`src/rtl/ahb_apb_bridge_p.sv`:
```
// AHB-Lite to APB bridge with one-hot slot decode from an address field,
// optional ACCESS-phase timeout, and a two-cycle AHB error response.
//
// state  | meaning
// IDLE   | no transfer, AHB side ready
// SETUP  | APB setup phase, PSEL high, PENABLE low, write data captured
// ACCESS | APB access phase, PENABLE high, waiting on PREADY
// ERR1   | first error cycle, HRESP=1, HREADYOUT=0
// ERR2   | second error cycle, HRESP=1, HREADYOUT=1, may accept next
module ahb_apb_bridge_p #(
    parameter int NSLOTS   = 16,
    parameter int SLOT_LSB = 24,
    parameter int TIMEOUT  = 0
) (
    input  logic              HCLK,
    input  logic              HRESETN,
    input  logic              HSEL,
    input  logic              HWRITE,
    input  logic              HREADYIN,
    input  logic [31:0]       HADDR,
    input  logic [31:0]       HWDATA,
    input  logic [1:0]        HTRANS,
    input  logic [2:0]        HSIZE,
    input  logic [3:0]        HPROT,
    output logic [31:0]       HRDATA,
    output logic              HREADYOUT,
    output logic              HRESP,
    output logic [NSLOTS-1:0] PSEL,
    output logic [31:0]       PADDR,
    output logic              PWRITE,
    output logic              PENABLE,
    output logic [31:0]       PWDATA,
    output logic [3:0]        PSTRB,
    output logic [2:0]        PPROT,
    input  logic [31:0]       PRDATA,
    input  logic              PREADY,
    input  logic              PSLVERR
);

    typedef enum logic [2:0] {
        ST_IDLE   = 3'd0,
        ST_SETUP  = 3'd1,
        ST_ACCESS = 3'd2,
        ST_ERR1   = 3'd3,
        ST_ERR2   = 3'd4
    } state_t;

    state_t      state_q, state_d;
    logic [31:0] addr_q, addr_d;
    logic        write_q, write_d;
    logic [3:0]  slot_q, slot_d;
    logic [3:0]  pstrb_q, pstrb_d;
    logic [2:0]  pprot_q, pprot_d;
    logic [31:0] pwdata_q, pwdata_d;
    logic [31:0] cnt_q, cnt_d;

    logic        access_done;
    logic        accept;
    logic        bad_req;
    logic [3:0]  slot_new;
    logic [3:0]  strb_new;
    state_t      accept_target;

    // HTRANS[0] (SEQ vs NONSEQ) and the upper HPROT bits carry no meaning on APB.
    logic unused_ok;
    assign unused_ok = &{1'b0, HTRANS[0], HPROT[3:2]};

    // Request decode, next-state and capture of the address-phase controls.
    always_comb begin
        access_done   = PREADY & ~PSLVERR;
        accept        = HSEL & HREADYIN & HTRANS[1] &
                        ((state_q == ST_IDLE) || (state_q == ST_ERR2) ||
                         ((state_q == ST_ACCESS) && access_done));
        slot_new      = HADDR[SLOT_LSB+3:SLOT_LSB];
        bad_req       = ({1'b0, slot_new} >= 5'(NSLOTS)) || (HSIZE > 3'd2);
        accept_target = bad_req ? ST_ERR1 : ST_SETUP;

        strb_new = 4'b0000;
        if (HWRITE) begin
            case (HSIZE)
                3'd0:    strb_new = 4'b0001 << HADDR[1:0];
                3'd1:    strb_new = HADDR[1] ? 4'b1100 : 4'b0011;
                default: strb_new = 4'b1111;
            endcase
        end

        state_d  = state_q;
        addr_d   = addr_q;
        write_d  = write_q;
        slot_d   = slot_q;
        pstrb_d  = pstrb_q;
        pprot_d  = pprot_q;
        pwdata_d = pwdata_q;
        cnt_d    = cnt_q;

        if (accept) begin
            addr_d  = HADDR;
            write_d = HWRITE;
            slot_d  = slot_new;
            pstrb_d = strb_new;
            pprot_d = {~HPROT[0], 1'b1, HPROT[1]};
        end

        case (state_q)
            ST_IDLE: begin
                if (accept) state_d = accept_target;
            end
            ST_SETUP: begin
                pwdata_d = HWDATA;
                cnt_d    = '0;
                state_d  = ST_ACCESS;
            end
            ST_ACCESS: begin
                if (PREADY) begin
                    if (PSLVERR)     state_d = ST_ERR1;
                    else if (accept) state_d = accept_target;
                    else             state_d = ST_IDLE;
                end else begin
                    cnt_d = cnt_q + 32'd1;
                    if ((TIMEOUT > 0) && (cnt_q == 32'(TIMEOUT - 1))) state_d = ST_ERR1;
                end
            end
            ST_ERR1: begin
                state_d = ST_ERR2;
            end
            ST_ERR2: begin
                state_d = accept ? accept_target : ST_IDLE;
            end
            default: begin
                state_d = ST_IDLE;
            end
        endcase
    end

    // Registered state and APB request fields, synchronous active-low reset.
    always_ff @(posedge HCLK) begin
        if (!HRESETN) begin
            state_q  <= ST_IDLE;
            addr_q   <= '0;
            write_q  <= 1'b0;
            slot_q   <= '0;
            pstrb_q  <= '0;
            pprot_q  <= '0;
            pwdata_q <= '0;
            cnt_q    <= '0;
        end else begin
            state_q  <= state_d;
            addr_q   <= addr_d;
            write_q  <= write_d;
            slot_q   <= slot_d;
            pstrb_q  <= pstrb_d;
            pprot_q  <= pprot_d;
            pwdata_q <= pwdata_d;
            cnt_q    <= cnt_d;
        end
    end

    // State-decoded handshake outputs; HREADYOUT follows PREADY during ACCESS.
    always_comb begin
        HREADYOUT = 1'b1;
        HRESP     = 1'b0;
        PENABLE   = 1'b0;
        PSEL      = '0;
        case (state_q)
            ST_SETUP:  HREADYOUT = 1'b0;
            ST_ACCESS: begin
                HREADYOUT = access_done;
                PENABLE   = 1'b1;
            end
            ST_ERR1: begin
                HREADYOUT = 1'b0;
                HRESP     = 1'b1;
            end
            ST_ERR2:   HRESP = 1'b1;
            default:   HREADYOUT = 1'b1;
        endcase
        for (int i = 0; i < NSLOTS; i++) begin
            PSEL[i] = ((state_q == ST_SETUP) || (state_q == ST_ACCESS)) && (slot_q == 4'(i));
        end
    end

    assign HRDATA = PRDATA;
    assign PADDR  = addr_q;
    assign PWRITE = write_q;
    assign PWDATA = pwdata_q;
    assign PSTRB  = pstrb_q;
    assign PPROT  = pprot_q;

endmodule

```
`config.mk`:
```
export PLATFORM = sky130hd
export DESIGN_NAME = ahb_apb_bridge_p
export DESIGN_NICKNAME = d
export VERILOG_FILES = /design/src/rtl/ahb_apb_bridge_p.sv
export SDC_FILE = /design/constraint.sdc
export NUM_CORES = 1
export LEC_CHECK = 0
export ABC_AREA = 1
export CORE_AREA = 2 2 91 93
export CTS_CLUSTER_DIAMETER = 30
export DETAILED_ROUTE_END_ITERATION = 8
export DIE_AREA = 0 0 93 95
export DONT_BUFFER_PORTS = 1
export GPL_TIMING_DRIVEN = 1
export PLACE_DENSITY = 0.55
export SKIP_LAST_GASP = 1
export SLEW_MARGIN = 20
export SYNTH_ARGS = -nofsm -noshare
export SYNTH_HDL_FRONTEND = slang
export SYNTH_SLANG_ARGS = --single-unit
export TNS_END_PERCENT = 20
```
`constraint.sdc`:
```
create_clock -name HCLK -period 2.5 [get_ports HCLK]
set_input_delay 0.125 -clock HCLK [delete_from_list [all_inputs] [get_ports HCLK]]
set_output_delay 0.125 -clock HCLK [all_outputs]
set_load 0.1 [all_outputs]
```
==> out/results.tsv <==
metric	value	unit
outcome	finished, final reports clean	
Global Route Usage Sum	18.5	%
Cells after DPL	559	
top-area cell type share of the netlist area	47.9	%
syn avg cell area	7.55	sq um
Final Cycle Share	91.8	%
Placement Cell Area	0.00383	sq mm
number of synthesized register bits	75	
port bufs	0	
static leakage	1.94	nW
H-tree depth	3	
fin. max-slew vios	0	
Worst Hold Class	in2reg	
critical path required time	2.78	ns
Chip Height	95	microns
ANT nets after route	0	
cts hold-fix bufs	59	
die area	0.00884	sq mm
arrival time at the worst endpoint	2.58	ns
clk sinks	75	
row count	33	
I/O Pins	235	
synthesized area	0.00313	sq mm
vias in the first global route	2767	
yosys warns	0	
Finish-stage setup viols	0	
crit path launch type	flop	
CTS tree	done	
via/cell ratio	4.65	
FMAX	436	MHz
dominant cell type by area after synthesis	dfxtp_1	
DRC Markers	0	
Final Skew	0.00792	ns
clock root buffer	clkbuf_8	
Worst VDD drop	0.472	mV
Initial Utilization	39.5	%
register area share after synthesis	47.9	%
Synth Net Count	527	
most frequent cells in the layout	buf_4 (76), dfxtp_1 (75), nor2_1 (65)	
Synth area leaders	dfxtp_1 (48%), o21ai_0 (10%), nor2_1 (9.7%)	
postcts setup bufs	0	
worst slack at placement	0.806	ns
initial antenna violation count	0	
Final Worst Setup Slack	0.204	ns
Post-Synthesis Cells	415	
Vias	2948	
fin nets	636	
crit path time final	2.30	ns
core footprint	0.00793	sq mm
diode count	0	
Final HPWL DP	5400	microns
CTS max path bufs	2	
Iter 0 DRT Violations	120	
post-CTS resize count	0	
Area Overhead vs Synth	48.3	%
slew margin rel.	64.5	%
clk_lat worst skew	0.34	ns
length of the first detailed-routing pass in iterations	5	
RD Place Congestion	0.839	
grt total ovfl	0	
first-pass GRT wire length	12800	microns
critical path peak fanout	43	
library cells used by synthesis	20	
commonest non-fill, non-tap cell in the layout	buf_4	
WHS	0.0129	ns
share of post-route cells with drive strength above 1	25.1	%
drt total wl	8470	microns
Die X	93	microns
Crit Path Class	reg2reg	
RSZ-0062 raised after global routing	false	
Fin. Hold Viols	0	
average wire per standard cell	13.4	microns
Layout Cells excl Fill	634	
pin count of the biggest net entering global routing	66	
max_cap viols	0	
post-route design area	0.00464	sq mm
PD cells	1270	mW/mm^2
Slew @ Worst Pin	0.532	ns
critical path capture point type	flop	
Clk pin slew, worst setup/hold paths	0.08	ns
number of CTS-inserted buffers	9	
## worst max-delay path, cell delays in order, from the launching register on
cell and delay [ns]:
dfxtp_1 0.34, nor2_2 0.16, nand3_1 0.12, nand2_1 0.12
nand2_4 0.26, inv_4 0.37, o21ai_0 0.15, a21oi_1 0.13
dlygate4sd3_1 0.56
## logic make-up (layout without fill, tap and decap cells)
family / after synthesis / in the layout / share of synthesized area (%)
AOI/OAI and AO/OA: 118 / 118 / 18.9
buffers and inverters: 101 / 215 / 17.5
DFF: 75 / 75 / 47.9
and+or+nand+nor: 121 / 121 / 15.7
## power by group
part / internal, W / switching, W / leakage (nW)
clock network: 0.000519 / 0.000446 / 0.106
logic: 0.000676 / 0.00270 / 1.22
registers: 0.00146 / 0.0000976 / 0.612
total: 0.00265 / 0.00325 / 1.94
## flip-flops by register name, summed over array words and instances, names as in the netlist
register and count:
PSTRB 4, state_q 3, PADDR 32, PPROT 3, PWRITE 1, PWDATA 32
## cells in the mapped netlist (all sizes together)
library cell / count
nand3b: 1
a21oi: 47
clkbuf: 8
nand2: 27
o21ai: 71
clkinv: 1
inv: 47
dfxtp: 75
and3: 1
nor2: 84
buf: 45
nand3: 8
## cell type report
cell class	count	area (sq um)
clock buffers	11	151
clock inverters	5	60.1
fillers	682	3280
inverters	48	183
multi-input cells	239	1120
flip-flops and latches	75	1500
well taps	105	131
repair buffers	151	1490
## metal layers
layer / vias up / wire length [microns] / track usage (%)
met4: 0 / 119 / 6.13
li1: 1499 / - / -
met1: 1269 / 3390 / 20.4
met3: 17 / 966 / 8.78
met5: - / 0 / 0
met2: 163 / 3990 / 31.4
## stage by stage
step | power, W | TNS (ns) | utilization [%]
after floorplan | 0.00452 | -2.41 | -
after global placement | 0.00482 | 0 | 48.3
after detailed placement | 0.00486 | 0 | 48.3
after CTS | 0.00593 | 0 | 58.6
after global routing | 0.00616 | 0 | 58.6
final | 0.00590 | 0 | 58.6
## path summary, 6_finish.rpt
check	cells past startpoint	endpoint	slack, ns	startpoint
max reg2reg	8	PPROT[2]$_SDFFE_PN0P_	0.20	state_q[2]$_SDFFE_PN0P_
min	2	PWDATA[21]$_SDFFE_PN0P_	0.01	HWDATA[21]
max	8	PPROT[2]$_SDFFE_PN0P_	0.20	state_q[2]$_SDFFE_PN0P_
min reg2reg	2	PWDATA[19]$_SDFFE_PN0P_	0.45	PWDATA[19]$_SDFFE_PN0P_
Power figures use the tool's default switching activity.
